==> src/rtl/param_alu_slave_pkg.sv <==
// Shared types and constants for the SPI-slave ALU: opcodes, flag bit positions
// and the slave frame state encoding.
package AluPkg;

    localparam int OPCODE_WIDTH = 4;
    localparam int FLAG_COUNT   = 5;

    localparam int FLAG_Z   = 0;
    localparam int FLAG_N   = 1;
    localparam int FLAG_C   = 2;
    localparam int FLAG_V   = 3;
    localparam int FLAG_ILL = 4;

    typedef enum logic [OPCODE_WIDTH-1:0] {
        OP_ADD  = 4'd0,
        OP_SUB  = 4'd1,
        OP_AND  = 4'd2,
        OP_OR   = 4'd3,
        OP_XOR  = 4'd4,
        OP_NOT  = 4'd5,
        OP_SHL  = 4'd6,
        OP_SHR  = 4'd7,
        OP_SRA  = 4'd8,
        OP_SLT  = 4'd9,
        OP_SLTU = 4'd10
    } AluOp;

    typedef enum logic [2:0] {
        ST_RECEIVE,
        ST_RECEIVING,
        ST_OPERATE,
        ST_SEND,
        ST_SENDING
    } slave_state_e;

endpackage

==> src/rtl/param_alu_slave_spi_if.sv <==
// SPI bus bundle. miso is a tri-state line: the slave supplies the value and
// its enable, and the wire resolves to Z whenever the slave is not selected.
interface Spi #(
    parameter int NssWidth = 1
);
    logic [NssWidth-1:0] nss;
    logic                mosi;
    logic                miso_d;
    logic                miso_oe;
    wire                 miso;

    assign miso = miso_oe ? miso_d : 1'bz;

    modport SlaveSpi (
        input  nss,
        input  mosi,
        output miso_d,
        output miso_oe
    );

    modport MasterSpi (
        output nss,
        output mosi,
        input  miso
    );
endinterface

==> src/rtl/param_alu_slave_alu_core.sv <==
// Combinational ALU: 11 operations plus {ILL, V, C, N, Z} status flags.
module alu_core
    import AluPkg::*;
#(
    parameter int DataWidth = 8
) (
    input  logic [OPCODE_WIDTH-1:0] op_code_i,
    input  logic [DataWidth-1:0]    op_1_i,
    input  logic [DataWidth-1:0]    op_2_i,
    output logic [DataWidth-1:0]    result_o,
    output logic [FLAG_COUNT-1:0]   flags_o
);
    localparam int ShiftWidth = $clog2(DataWidth);
    localparam int Msb        = DataWidth - 1;

    logic [DataWidth:0]    sum;
    logic [DataWidth:0]    diff;
    logic [ShiftWidth-1:0] shamt;
    logic [DataWidth-1:0]  result;
    logic                  carry;
    logic                  overflow;
    logic                  illegal;

    // The extra MSB of diff is the unsigned borrow.
    assign sum   = {1'b0, op_1_i} + {1'b0, op_2_i};
    assign diff  = {1'b0, op_1_i} - {1'b0, op_2_i};
    assign shamt = op_2_i[ShiftWidth-1:0];

    always_comb begin
        result   = '0;
        carry    = 1'b0;
        overflow = 1'b0;
        illegal  = 1'b0;
        case (AluOp'(op_code_i))
            OP_ADD: begin
                result   = sum[DataWidth-1:0];
                carry    = sum[DataWidth];
                overflow = (op_1_i[Msb] == op_2_i[Msb]) && (sum[Msb] != op_1_i[Msb]);
            end
            OP_SUB: begin
                result   = diff[DataWidth-1:0];
                carry    = diff[DataWidth];
                overflow = (op_1_i[Msb] != op_2_i[Msb]) && (diff[Msb] != op_1_i[Msb]);
            end
            OP_AND:  result = op_1_i & op_2_i;
            OP_OR:   result = op_1_i | op_2_i;
            OP_XOR:  result = op_1_i ^ op_2_i;
            OP_NOT:  result = ~op_1_i;
            OP_SHL:  result = op_1_i << shamt;
            OP_SHR:  result = op_1_i >> shamt;
            OP_SRA:  result = $signed(op_1_i) >>> shamt;
            OP_SLT:  result = {{(DataWidth-1){1'b0}}, ($signed(op_1_i) < $signed(op_2_i))};
            OP_SLTU: result = {{(DataWidth-1){1'b0}}, (op_1_i < op_2_i)};
            default: illegal = 1'b1;
        endcase
    end

    always_comb begin
        flags_o           = '0;
        flags_o[FLAG_Z]   = (result == '0);
        flags_o[FLAG_N]   = result[Msb];
        flags_o[FLAG_C]   = carry;
        flags_o[FLAG_V]   = overflow;
        flags_o[FLAG_ILL] = illegal;
    end

    assign result_o = result;

endmodule

==> src/rtl/param_alu_slave.sv <==
// SPI-slave ALU: shifts in {op_2, op_1, op_code} LSB-first, computes, and shifts
// {flags, result} back out LSB-first; deselection mid-frame aborts the frame.
module param_alu_slave
    import AluPkg::*;
#(
    parameter int DataWidth   = 8,
    parameter int NssPosition = 0
) (
    input  logic   i_clock,
    input  logic   i_reset,
    Spi.SlaveSpi   spi,
    output logic   o_busy,
    output logic   o_frame_err
);
    localparam int InBits  = 2 * DataWidth + OPCODE_WIDTH;
    localparam int OutBits = DataWidth + FLAG_COUNT;
    localparam int CntW    = $clog2(InBits);

    localparam logic [CntW-1:0] LastIn  = CntW'(InBits - 1);
    localparam logic [CntW-1:0] LastOut = CntW'(OutBits - 1);

    slave_state_e         state_q, state_d;
    logic [CntW-1:0]      cnt_in_q, cnt_in_d;
    logic [CntW-1:0]      cnt_out_q, cnt_out_d;
    logic [InBits-1:0]    packet_in_q, packet_in_d;
    logic [OutBits-1:0]   packet_out_q, packet_out_d;
    logic                 frame_err_q, frame_err_d;

    logic                  active;
    logic [DataWidth-1:0]  core_result;
    logic [FLAG_COUNT-1:0] core_flags;

    assign active = !spi.nss[NssPosition];

    alu_core #(.DataWidth(DataWidth)) u_alu_core (
        .op_code_i (packet_in_q[OPCODE_WIDTH-1:0]),
        .op_1_i    (packet_in_q[OPCODE_WIDTH +: DataWidth]),
        .op_2_i    (packet_in_q[OPCODE_WIDTH+DataWidth +: DataWidth]),
        .result_o  (core_result),
        .flags_o   (core_flags)
    );

    // Both packets are shift registers: request bits enter at the MSB so the
    // first bit received ends in bit 0, and response bits leave from bit 0.
    always_comb begin
        state_d      = state_q;
        cnt_in_d     = cnt_in_q;
        cnt_out_d    = cnt_out_q;
        packet_in_d  = packet_in_q;
        packet_out_d = packet_out_q;
        frame_err_d  = 1'b0;
        case (state_q)
            ST_RECEIVE: begin
                if (active && spi.mosi) state_d = ST_RECEIVING;
            end
            ST_RECEIVING: begin
                if (!active) begin
                    state_d     = ST_RECEIVE;
                    cnt_in_d    = '0;
                    cnt_out_d   = '0;
                    packet_in_d = '0;
                    frame_err_d = 1'b1;
                end else begin
                    packet_in_d = {spi.mosi, packet_in_q[InBits-1:1]};
                    if (cnt_in_q == LastIn) begin
                        state_d  = ST_OPERATE;
                        cnt_in_d = '0;
                    end else begin
                        cnt_in_d = cnt_in_q + 1'b1;
                    end
                end
            end
            ST_OPERATE: begin
                packet_out_d = {core_flags, core_result};
                state_d      = ST_SEND;
            end
            ST_SEND: begin
                if (active && !spi.mosi) state_d = ST_SENDING;
            end
            ST_SENDING: begin
                if (!active) begin
                    state_d      = ST_RECEIVE;
                    cnt_in_d     = '0;
                    cnt_out_d    = '0;
                    packet_in_d  = '0;
                    packet_out_d = '0;
                    frame_err_d  = 1'b1;
                end else begin
                    packet_out_d = {1'b0, packet_out_q[OutBits-1:1]};
                    if (cnt_out_q == LastOut) begin
                        state_d   = ST_RECEIVE;
                        cnt_out_d = '0;
                    end else begin
                        cnt_out_d = cnt_out_q + 1'b1;
                    end
                end
            end
            default: state_d = ST_RECEIVE;
        endcase
    end

    always_ff @(posedge i_clock or negedge i_reset) begin
        if (!i_reset) begin
            state_q      <= ST_RECEIVE;
            cnt_in_q     <= '0;
            cnt_out_q    <= '0;
            packet_in_q  <= '0;
            packet_out_q <= '0;
            frame_err_q  <= 1'b0;
        end else begin
            state_q      <= state_d;
            cnt_in_q     <= cnt_in_d;
            cnt_out_q    <= cnt_out_d;
            packet_in_q  <= packet_in_d;
            packet_out_q <= packet_out_d;
            frame_err_q  <= frame_err_d;
        end
    end

    always_comb begin
        spi.miso_d = 1'b0;
        case (state_q)
            ST_SEND:    spi.miso_d = 1'b1;
            ST_SENDING: spi.miso_d = packet_out_q[0];
            default:    spi.miso_d = 1'b0;
        endcase
    end

    assign spi.miso_oe  = active;
    assign o_busy       = (state_q != ST_RECEIVE);
    assign o_frame_err  = frame_err_q;

endmodule

==> src/flat_wrapper.sv <==
// flat-port wrapper written by rule: the top's interface ports become plain ports
module param_alu_slave_flat import AluPkg::*;
#(
    parameter int DataWidth   = 8,
    parameter int NssPosition = 0
)
  (i_clock, i_reset, o_busy, o_frame_err, spi_nss, spi_mosi, spi_miso_d, spi_miso_oe);
  Spi #(.NssWidth(2)) spi_i ();
  input  logic i_clock;
  input  logic i_reset;
  output logic o_busy;
  output logic o_frame_err;
  input wire logic [$bits(spi_i.nss)-1:0] spi_nss;
  input wire logic [$bits(spi_i.mosi)-1:0] spi_mosi;
  output wire logic [$bits(spi_i.miso_d)-1:0] spi_miso_d;
  output wire logic [$bits(spi_i.miso_oe)-1:0] spi_miso_oe;
  assign spi_i.nss = spi_nss;
  assign spi_i.mosi = spi_mosi;
  assign spi_miso_d = spi_i.miso_d;
  assign spi_miso_oe = spi_i.miso_oe;
  param_alu_slave #(.DataWidth(DataWidth), .NssPosition(NssPosition)) u_core (.i_clock(i_clock), .i_reset(i_reset), .spi(spi_i), .o_busy(o_busy), .o_frame_err(o_frame_err));
endmodule
==> config.mk <==
export PLATFORM = sky130hd
export DESIGN_NAME = param_alu_slave_flat
export DESIGN_NICKNAME = d
export VERILOG_FILES = /design/src/rtl/param_alu_slave_pkg.sv /design/src/rtl/param_alu_slave_spi_if.sv /design/src/rtl/param_alu_slave_alu_core.sv /design/src/rtl/param_alu_slave.sv /design/src/flat_wrapper.sv
export SDC_FILE = /design/constraint.sdc
export NUM_CORES = 1
export LEC_CHECK = 0
export ABC_AREA = 1
export CORE_MARGIN = 2
export CORE_UTILIZATION = 65
export CTS_CLUSTER_DIAMETER = 150
export DETAILED_ROUTE_END_ITERATION = 7
export PLACE_DENSITY = 0.83
export SETUP_SLACK_MARGIN = 0.2
export SYNTH_ARGS = -nofsm -noshare
export SYNTH_HDL_FRONTEND = slang
export SYNTH_SLANG_ARGS = --single-unit
export TNS_END_PERCENT = 50
==> constraint.sdc <==
create_clock -name i_clock -period 5.2 [get_ports i_clock]
set_clock_uncertainty 0.15 [all_clocks]
set_input_delay 1.04 -clock i_clock [delete_from_list [all_inputs] [get_ports i_clock]]
set_output_delay 1.04 -clock i_clock [all_outputs]
set_load 0.005 [all_outputs]
== After elaboration in Yosys (flattened, before gate mapping) ==
Cells that the tools add are included.

* Add/sub/neg operators: 4
* Multipliers: 0
* Div/mod/pow operators: 0
* Magnitude comparators: 2
* Equal/unequal tests: 26
* Shift operators: 3
* Mux-type cells: 26
* Bitwise gates (word level): 4
* Reductions and logical operators: 17

{| class="wikitable"
|+ Operators by type and width
! kind !! count
|-
| one-hot mux 8 bit (11 select lines) || 1
|-
| 2-to-1 mux 20 bit || 2
|-
| one-hot mux 20 bit (2 select lines) || 1
|-
| one-hot mux 13 bit (2 select lines) || 1
|-
| 2-to-1 mux 5 bit || 5
|-
| one-hot mux 5 bit (2 select lines) || 2
|-
| 2-to-1 mux 3 bit || 6
|-
| equality test 4 x 3 -> 1 bit (second input constant) || 4
|-
| less-than comparator 8 bit || 2
|-
| one-hot mux 3 bit (5 select lines) || 1
|-
| equality test 4 bit (second input constant) || 3
|-
| 2-to-1 mux 12 bit || 1
|-
| OR reduction 11 bit || 1
|-
| adder 5 x 1 -> 5 bit (second input constant) || 2
|-
| adder 8 x 8 -> 9 bit || 1
|-
| subtractor 8 x 8 -> 9 bit || 1
|-
| AND 8 bit || 1
|-
| equality test 4 x 2 -> 1 bit (second input constant) || 2
|-
| zero test 8 bit || 1
|-
| inverter 8 bit || 1
|-
| OR 8 bit || 1
|-
| left shift 8 x 3 -> 8 bit || 1
|-
| right shift 8 x 3 -> 8 bit || 1
|-
| >>> shifter 8 x 3 -> 8 bit || 1
|-
| 23 further kinds || 39
|}

* Bits in registers: 47
* Latch bits: 0
* RAM bits: 0
* Memory bits (read-only): 0
* Input port bits: 5
* Output and inout bits: 4
* Logic and storage cells: 88
* Memories kept: 0

== Logic depth before layout (Yosys ltp) ==
Gate-level depths: netlist of run 1.

* Word-level depth: 5
* Depth in mapped cells: 16
* Mapped depth without buffers: 15

== Cells and area by module ==
A second synthesis of run 1 with hierarchy kept.

* Cell total of the unflattened synthesis: 661
* Area, all modules: 4194.0 um^2

{| class="wikitable"
|+ Modules (own cells, without submodules)
! module !! instances !! cells an instance !! area each (um^2)
|-
| param_alu_slave || 1 || 238 || 2143.3
|-
| alu_core || 1 || 423 || 2050.7
|}

== Worst setup path after synthesis of run 1 ==
OpenSTA, ideal clock, no wires.

* Kind: input port to output port
* Start: input port spi_nss[0]
* End: output port spi_miso_oe
* Arrival: 1149 ps
* Required time: 4010 ps
* Slack: 2861 ps
* Stages on the path: 1
* Path buffers: 0
* Path through: inv_1

* Cells in the longest elaborated chain, start to end: 1

{| class="wikitable"
|+ Ends and longest elaborated chain
! item !! RTL line !! text
|-
| start, declared || flat_wrapper.sv:13 || <nowiki>input wire logic [$bits(spi_i.nss)-1:0] spi_nss;</nowiki>
|-
| zero test 1 bit || param_alu_slave.sv:33 || <nowiki>assign active = !spi.nss[NssPosition];</nowiki>
|-
| end, declared || flat_wrapper.sv:16 || <nowiki>output wire logic [$bits(spi_i.miso_oe)-1:0] spi_miso_oe;</nowiki>
|}

No other way between the ends.

== Final worst setup path of run 1 ==
Ends and elaborated chain as after synthesis.

==> reports/metrics.csv, run 1 <==
metric;value;unit
p_sw_share;44.7;%
syn_avg_cell_area;6.58;um2
numCtsBuffers;5;
layout_common_cells;nand2_1, nand3_1, nor2_1;
grt_setup_unrepaired;no;
area_delta_synth_final;4.68;%
die_area;6770;um2
synth.distinct_cells;37;
utilization;70.4;%
hold_viol;0;
htree_levels;2;
critPathKind;in2out;
ios;9;
p_seq_share;34.8;%
grt_max_degree;48;
p_leak;2.10;nW
rows;28;
ant_nets;0;
globalplace.congestion;1.01;
cts_tree;done;
min_period;3.43;ns
layout.nets;636;
hold_path_class;reg2reg;
min_to;u_core.packet_out_q[2]$_DFFE_PN0P_;
outcome;finished clean;
p_int;0.815;mW
die_x;82.3;um
ctsResizeCount;0;
dp_hpwl;8490;um
setup_viol;0;
ys_seq_elements;47;
vdd_drop_max;0.297;mV
clockBufferDepth;2;
insertion_delay;0.31;ns
start_util;67.3;%
core;5920;um2
slew_violations;0;
hp-start;u_core.packet_out_q[2]$_DFFE_PN0P_;
critPathRequiredTime;4.01;ns
postSynthCellCount;605;
pwr-share-comb;45.6;%
overflow;0;
cap_violations;0;
worst_slew_pin_slew;1.08;ns
rrSetupSlack;2.00;ns
diodes;0;
synth_edf_count;0;
cp.arrival;2.24;ns
die_y;82.3;um
port_buffers;7;
syn_nets;640;
r2r_start;u_core.packet_in_q[14]$_DFFE_PN0P_;
grt_pass1_vias;3808;
power_density;354;nW/um2
track_usage;35.9;%
syn_area;3980;um2
post_cts_buffers;0;
slew_headroom;28.0;%
final_common_cell;nand2_1;
grt_pass1_wl;18400;um
drt-pass1-iter-count;6;
root_buffer;clkbuf_8;
hold_buffers;0;
crit_path_start_kind;input pin;
avgViaCountPerCell;6.16;
rr_endpoint;u_core.packet_out_q[8]$_DFFE_PN0P_;
finalCritPeriodShare;66.0;%
vias;4168;
seq_area_frac_synth;29.5;%
ys_warn_count;0;
r2r_cells;14;
clk_pin_slew;0.10;ns
setup_tns;0;ns
fmax;291;MHz
p_clk_share;19.6;%
wl;11300;um
drtIter0Drc;341;
clock_sinks;47;
drive_above_1_share;4.65;%
switchingPower;0.660;mW
wire_per_inst;16.7;um
drc;0;
cp-end-kind;primary output;
synth_ff_type;dfrtp_1;
antenna_found_initial;0;
worst_hold_path.num_cells;2;
ys_async_sr_fraction;100;%
path_max_fanout;6;
==> power groups by stage <==
stage	combinational, mW	clock [mW]	sequential (mW)
2_1_floorplan	0.499	0	0.503
3_3_place_gp	0.626	0	0.516
3_5_place_dp	0.655	0	0.521
4_1_cts	0.661	0.290	0.513
5_1_grt	0.747	0.300	0.527
6_report	0.673	0.289	0.513
==> metrics by stage <==
step	worst slack, ns	power [mW]	hold slack, ns	area (um2)	cells
2_1_floorplan	2.86	1.00	0.302	3980	605
5_1_grt	1.76	1.57	0.379	4170	677
3_5_place_dp	1.79	1.18	0.330	4060	669
6_report	1.77	1.47	0.353	4170	677
4_1_cts	1.79	1.46	0.355	4170	677
3_3_place_gp	1.81	1.14	0.317	4060	669
==> critical path: stages <==
cell,delay (ns)
clkdlybuf4s50_1,0.46
inv_1,0.19
clkdlybuf4s50_1,0.55
==> metal layers <==
| metal | track usage [%] | up-vias | routed length (um) |
|---|---|---|---|
| met4 | 10.3 | 0 | 211 |
| met3 | 6.09 | 21 | 931 |
| met1 | 50.2 | 1962 | 4880 |
| met5 | 0 | - | 0 |
| li1 | - | 1996 | - |
| met2 | 57.1 | 189 | 5310 |
==> how the worst max path moves through the flow <==
stage / start / endpoint / cells past startpoint
6_report: spi_nss[0] / spi_miso_oe / 3
2_1_floorplan: spi_nss[0] / spi_miso_oe / 1
4_1_cts: spi_nss[0] / spi_miso_oe / 3
3_3_place_gp: spi_nss[0] / spi_miso_oe / 3
5_1_grt: spi_nss[0] / spi_miso_oe / 3
3_5_place_dp: spi_nss[0] / spi_miso_oe / 3
==> synthesized netlist by cell type (2+ instances only) <==
cell type | count | area, um2
o21a_1 | 2 | 15.0
nand2_1 | 162 | 608
o211ai_1 | 6 | 45.0
ha_1 | 28 | 350
dfrtp_1 | 47 | 1180
nand2_2 | 4 | 25.0
o22ai_1 | 25 | 156
o21ai_0 | 26 | 130
o21ai_1 | 3 | 15.0
fa_1 | 2 | 40.0
xor2_1 | 5 | 43.8
nand3_1 | 78 | 390
nor2_4 | 2 | 22.5
nor2_1 | 72 | 270
inv_2 | 3 | 11.3
clkbuf_1 | 9 | 33.8
a21oi_1 | 21 | 105
a31oi_1 | 8 | 50.1
nand4_1 | 9 | 56.3
nor2_2 | 5 | 31.3
buf_2 | 7 | 35.0
inv_1 | 62 | 233
nor3_1 | 5 | 25.0
==> registers in the layout, indices dropped and copies added (netlist names) <==
signal	flops
u_core.state_q	3
u_core.packet_in_q	20
u_core.packet_out_q	13
u_core.cnt_in_q	5
u_core.cnt_out_q	5
u_core.o_frame_err	1
==> cell families (layout without fill, tap and decap cells) <==
family	Yosys count	count (layout)	share of synthesized area [%]
AOI/OAI and AO/OA	96	96	14.0
adders and majority gates	30	30	9.80
xor gates and xnor gates	6	6	1.32
DFF	47	47	29.5
buffers and inverters	84	81	8.48
and+or+nand+nor	342	342	36.9
==> final cells by class <==
type                       instances  area, um2
multi-input combinational        474       2470
fill                             507       1750
sequential                        47       1180
inverter                          66        250
tap                               75       93.8
clock buffer                       5       68.8
timing repair buffer               7       65.1
clock inverter                     3       46.3
Note: power is estimated with default switching activity, not from simulation.
==> inputs of run 2 (changes only) <==
Settings changed: CORE_UTILIZATION 65 to 57, PLACE_DENSITY 0.83 to 0.77.
Clock period 5.2 ns to 2.8 ns, I/O delays scaled along.
==> run 2 against run 1 <==
Flip-flop and latch count stayed put. Sequential share of layout area is 1.6 points lower. Critical path type is now reg2reg. Wire length is 4.1% higher. Highest routed layer unchanged. Count of clock-buffer cells in the layout unchanged. Final cell count increased by 6.6%. Largest power group unchanged. Worst hold slack improved by 0.0058 ns. Clock power rose by 86%. Total power up 94%. Non-clock buffer count grew 24.
==> reports/metrics.csv, run 2 (synthesis gave the netlist of run 1 again) <==
metric;value;unit;change
path_max_fanout;4;;was 6
diodes;0;;unchanged
cp-end-kind;flop;;was primary output
hold_path_class;reg2reg;;unchanged
overflow;0;;unchanged
vdd_drop_max;0.408;mV;was 0.297 mV
finalCritPeriodShare;88.4;%;
final_common_cell;nand2_1;;unchanged
p_leak;2.22;nW;was 2.10 nW
antenna_found_initial;0;;unchanged
vias;4159;;was 4,168
insertion_delay;0.31;ns;about the same
globalplace.congestion;0.974;;was 1.01
drt-pass1-iter-count;6;;unchanged
critPathTopFamily;simple AND/OR/NAND/NOR gates;;was buffers and inverters
drc;0;;unchanged
cap_violations;0;;unchanged
largest_register_ffs;20;;unchanged
post-place-ws;0.214;ns;was 1.79 ns
layout_common_cells;nand2_1, nand3_1, nor2_1;;unchanged
fmax;404;MHz;
critPathRequiredTime;2.90;ns;was 4.01 ns
setup_viol;0;;unchanged
cp_cell_sequence;ha_2 -> fa_1 -> xor2_1 -> nand2_1 -> nand3_1 -> nor2_1 -> nand3_1 -> nor2_1 -> nand3_1 -> nor2_1 -> nand2_1 -> a21oi_2;;was clkdlybuf4s50_1 -> inv_1 -> clkdlybuf4s50_1
min_period;2.48;ns;
die_area;7670;um2;was 6770 um2
drtIter0Drc;378;;was 341
worst_slew_pin_slew;0.667;ns;was 1.08 ns
htree_levels;2;;unchanged
slew_headroom;55.0;%;was 28.0%
track_usage;32.1;%;was 35.9%
clk_pin_slew;0.10;ns;about the same
slew_violations;0;;unchanged
hold_viol;0;;unchanged
place_inst;711;;was 669
dp_hpwl;8970;um;was 8490 um
wl;11800;um;was 11,300 um
outcome;finished clean;;unchanged
ios;9;;unchanged
crit_path_start_kind;flop;;was input pin
ant_nets;0;;unchanged
layout.nets;660;;was 636
numCtsBuffers;5;;unchanged
final_cells;722;;was 677
top_regs;u_core.packet_in_q: 20 flops, u_core.packet_out_q: 13 flops;;unchanged
grt_max_degree;25;;was 48
setup_tns;0;ns;unchanged
start_util;58.6;%;was 67.3%
power;2.85;mW;was 1.47 mW
grt_setup_unrepaired;no;;unchanged
cts_tree;done;;unchanged
largest-register;u_core.packet_in_q;;unchanged
drive_above_1_share;10.2;%;was 4.65%
die_y;87.6;um;was 82.3 um
grt_pass1_wl;18800;um;was 18,400 um
area_delta_synth_final;11.1;%;was 4.68%
core;6790;um2;was 5920 um2
max_stage_delay;0.50;ns;was 0.55 ns
rows;30;;was 28
cp_num_buf_inv;0;;was 3
clock_sinks;47;;unchanged
avgViaCountPerCell;5.76;;was 6.16
power_density;645;nW/um2;was 354 nW/um2
grt_pass1_vias;3721;;was 3,808
port_buffers;7;;unchanged
slowest_stage;fa_1;;was clkdlybuf4s50_1
clockBufferDepth;2;;unchanged
die_x;87.6;um;was 82.3 um
cp.arrival;2.58;ns;was 2.24 ns
root_buffer;clkbuf_8;;unchanged
fin_ws;0.324;ns;was 1.77 ns
critPathKind;reg2reg;;was in2out
wire_per_inst;16.3;um;was 16.7 um
fillers;632;;was 507
-- run 2: cell types whose count changed in the layout (fill, tap and decap cells not counted), moves of 3 or more --
| cell | delta |
|---|---|
| dfrtp_1 | -3 |
| ha_1 | -5 |
| dfrtp_2 | +3 |
| buf_4 | +23 |
| ha_2 | +3 |
-- run 2: layout make-up --
cell class	instances	area (um2)	share of cell area (%)
Clock buffer	5	68.8	1.55
Clock inverter	3	47.5	1.07
Inverter	66	250	5.65
Multi-Input combinational cell	474	2510	56.8
Sequential cell	47	1180	26.6
Tap cell	96	120	2.71
Timing Repair Buffer	31	248	5.59
-- run 2: power by group --
part | switching (mW) | internal (mW)
sequential | 0.103 | 0.845
combinational | 0.892 | 0.478
clock | 0.266 | 0.271
-- run 2: metal layers --
metal / up-vias / routed length (um) / GRT usage [%]
met3: 19 / 994 / 5.28
met1: 1924 / 5370 / 47.3
met4: 0 / 178 / 6.43
li1: 2042 / - / -
met5: - / 0 / 0
met2: 174 / 5250 / 50.1
-- run 2: worst min-delay path: stages, from the launching register on --
cell and delay, ns:
dfrtp_1 0.36, nand2_1 0.05, o21ai_1 0.07
-- run 2: repair_timing --
item	in CTS	in global routing
pin swaps	0	1
gates resized for setup	0	16
hold buffers	1	0
setup endpoints to repair	1	8
setup buffers	1	1
endpoints found under the hold margin	13	0
-- run 2: final timing paths --
kind | depth (start not counted) | startpoint | to | slack [ns]
max | 12 | u_core.packet_in_q[12]$_DFFE_PN0P_ | u_core.packet_out_q[8]$_DFFE_PN0P_ | 0.32
min | 2 | u_core.packet_out_q[1]$_DFFE_PN0P_ | u_core.packet_out_q[1]$_DFFE_PN0P_ | 0.36
max reg2reg | 12 | u_core.packet_in_q[12]$_DFFE_PN0P_ | u_core.packet_out_q[8]$_DFFE_PN0P_ | 0.32
min reg2reg | 2 | u_core.packet_out_q[1]$_DFFE_PN0P_ | u_core.packet_out_q[1]$_DFFE_PN0P_ | 0.36
max in group asynchronous | 3 | i_reset | u_core.packet_in_q[10]$_DFFE_PN0P_ | 1.40
min in group asynchronous | 2 | i_reset | u_core.packet_in_q[13]$_DFFE_PN0P_ | 0.52
-- run 2: metrics by stage --
| step | hold WS [ns] | utilization [%] | cell area (um2) |
|---|---|---|---|
| floorplan | 0.114 | - | 3980 |
| global placement | 0.323 | 62.4 | 4240 |
| detailed placement | 0.331 | 62.4 | 4240 |
| CTS | 0.355 | 64.4 | 4370 |
| global route | 0.376 | 65.2 | 4430 |
| finish | 0.359 | 65.2 | 4430 |
==> inputs of run 3 (changes only) <==
Settings changed: CORE_UTILIZATION 57 to 59, DONT_BUFFER_PORTS set to 1, PLACE_DENSITY 0.77 to 0.78.
==> run 3 against run 2 <==
First-iteration DRC count increased by 4.5%. Worst setup slack got worse by 0.038 ns. Count of clock-buffer cells in the layout unchanged. Non-clock buffer count decreased by 12. Critical path depth increased by 1. Combinational power decreased by 7%. Worst hold slack got worse by 0.083 ns. Flip-flop and latch count unchanged. Critical path type unchanged. Critical endpoint unchanged. Largest power group unchanged.
==> reports/metrics.csv, run 3 (synthesis gave the netlist of run 1 again) <==
metric;value;unit;change
fmax;398;MHz;was 404 MHz
fillers;591;;was 632
worst_hold_path.num_cells;2;;unchanged
vias;4159;;unchanged
dp_hpwl;8740;um;was 8970 um
layout.nets;648;;was 660
wire_per_inst;17.0;um;was 16.3 um
critPathKind;reg2reg;;unchanged
track_usage;33.4;%;was 32.1%
htree_levels;2;;unchanged
numCtsBuffers;5;;unchanged
setup_tns;0;ns;unchanged
use_met2;51.0;%;was 50.1%
grt_pass1_wl;19300;um;was 18,800 um
seqCellArea;1180;um2;about the same
drt-pass1-iter-count;6;;unchanged
outcome;finished clean;;unchanged
critPathRequiredTime;2.90;ns;about the same
rows;29;;was 30
p_leak;2.19;nW;was 2.22 nW
wl;11800;um;about the same
drc;0;;unchanged
insertion_delay;0.31;ns;about the same
avgViaCountPerCell;6.02;;was 5.76
die_y;86.2;um;was 87.6 um
utilization;67.9;%;was 65.2%
die_area;7430;um2;was 7670 um2
overflow;0;;unchanged
top_regs;u_core.packet_in_q: 20 flops, u_core.packet_out_q: 13 flops;;unchanged
hold_path_class;in2reg;;was reg2reg
grt_use_met3;9.24;%;was 5.28%
die_x;86.2;um;was 87.6 um
cp-end-kind;flop;;unchanged
min_to;u_core.packet_in_q[19]$_DFFE_PN0P_;;was u_core.packet_out_q[1]$_DFFE_PN0P_
cp.arrival;2.61;ns;was 2.58 ns
layout_common_cells;nand2_1, nand3_1, nor2_1;;unchanged
antenna_found_initial;0;;unchanged
ios;9;;unchanged
r2r_cells;13;;was 12
grt_pass1_vias;3915;;was 3,721
clock_sinks;47;;unchanged
setup_viol;0;;unchanged
largest-register;u_core.packet_in_q;;unchanged
busiest_layer;met2;;unchanged
globalplace.congestion;0.982;;was 0.974
fin_ws;0.286;ns;was 0.324 ns
core;6420;um2;was 6790 um2
diodes;0;;unchanged
grt.met1_usage;46.7;%;was 47.3%
slew_violations;0;;unchanged
start_util;62.0;%;was 58.6%
hp-start;spi_mosi;;was u_core.packet_out_q[1]$_DFFE_PN0P_
rr_endpoint;u_core.packet_out_q[8]$_DFFE_PN0P_;;unchanged
post-place-ws;0.216;ns;was 0.214 ns
drtIter0Drc;395;;was 378
port_buffers;0;;was 7
ant_nets;0;;unchanged
drive_above_1_share;10.1;%;was 10.2%
multi_input_area;2530;um2;was 2510 um2
r2r_start;u_core.packet_in_q[12]$_DFFE_PN0P_;;unchanged
min_period;2.51;ns;was 2.48 ns
rrSetupSlack;0.29;ns;was 0.32 ns
cts_tree;done;;unchanged
finalCritPeriodShare;89.8;%;was 88.4%
cap_violations;0;;unchanged
vdd_drop_max;0.464;mV;was 0.408 mV
crit_path_start_kind;flop;;unchanged
slew_headroom;45.5;%;was 55.0%
worst_slew_pin_slew;0.817;ns;was 0.667 ns
path_max_fanout;3;;was 4
hold_viol;0;;unchanged
root_buffer;clkbuf_8;;unchanged
area_delta_synth_final;9.45;%;was 11.1%
final_common_cell;nand2_1;;unchanged
grt_max_degree;48;;was 25
clockBufferDepth;2;;unchanged
largest_register_ffs;20;;unchanged
grt_setup_unrepaired;no;;unchanged
power_density;654;nW/um2;was 645 nW/um2
clk_pin_slew;0.10;ns;about the same
## run 3: changes by cell type in the layout (fill, tap and decap cells not counted), moves of 2 or more
cell,change
dfrtp_2,+2
nor2_2,+3
clkdlybuf4s50_1,-6
nor2_1,-3
buf_4,-6
dfrtp_1,-2
## run 3: worst max path at each step
stage                                            start                                  to  slack, ns  cells past startpoint
finish              u_core.packet_in_q[12]$_DFFE_PN0P_  u_core.packet_out_q[8]$_DFFE_PN0P_       0.29                     13
global route         u_core.packet_in_q[6]$_DFFE_PN0P_  u_core.packet_out_q[8]$_DFFE_PN0P_       0.20                     14
CTS                  u_core.packet_in_q[4]$_DFFE_PN0P_  u_core.packet_out_q[8]$_DFFE_PN0P_       0.20                     14
detailed placement   u_core.packet_in_q[4]$_DFFE_PN0P_  u_core.packet_out_q[8]$_DFFE_PN0P_       0.22                     12
global placement     u_core.packet_in_q[8]$_DFFE_PN0P_  u_core.packet_out_q[8]$_DFFE_PN0P_       0.26                     12
floorplan           u_core.packet_in_q[14]$_DFFE_PN0P_  u_core.packet_out_q[8]$_DFFE_PN0P_       0.53                     15
## run 3: routing by layer
metal,wire length [um],part of all wire [%]
met5,0,0
met1,5130,44
met3,1170,9.9
met4,316,2.7
met2,5150,44
## run 3: repair_timing
item | 4_1_cts | 5_1_grt
setup buffers | 0 | 4
gates resized for setup | 1 | 19
endpoints found under the hold margin | 47 | 0
hold buffers | 2 | 0
pin swaps | 0 | 2
setup endpoints to repair | 1 | 9
## run 3: metrics by stage
| stage | instances | cell area [um2] | hold slack, ns | total power, mW |
|---|---|---|---|---|
| after global routing | 691 | 4360 | 0.275 | 3.06 |
| after detailed placement | 677 | 4090 | 0.115 | 2.17 |
| after CTS | 687 | 4270 | 0.268 | 2.81 |
| final | 691 | 4360 | 0.276 | 2.85 |
| after floorplan | 605 | 3980 | 0.114 | 1.86 |
| after global placement | 677 | 4090 | 0.115 | 2.12 |
## run 3: power breakdown
part	internal, mW	switching [mW]
logic	0.414	0.866
registers	0.845	0.102
clock network	0.363	0.262
## run 3: area by class of cell
class / instances / area share [%]
Clock buffer: 5 / 1.58
Clock inverter: 3 / 1.64
Inverter: 66 / 5.74
Multi-Input combinational cell: 474 / 57.9
Sequential cell: 47 / 27.1
Tap cell: 77 / 2.21
Timing Repair Buffer: 19 / 3.79
## run 3: worst max-delay path: stages (launching register included)
cell     delay (ns)
dfrtp_1        0.43
ha_1           0.26
fa_2           0.42
inv_1          0.11
nand2_1        0.08
nand2_1        0.11
nand2_1        0.06
nand3_1        0.13
nand3_1        0.17
nor2_1         0.14
nand3_1        0.07
nor2_1         0.13
nand2_1        0.08
a21oi_2        0.11
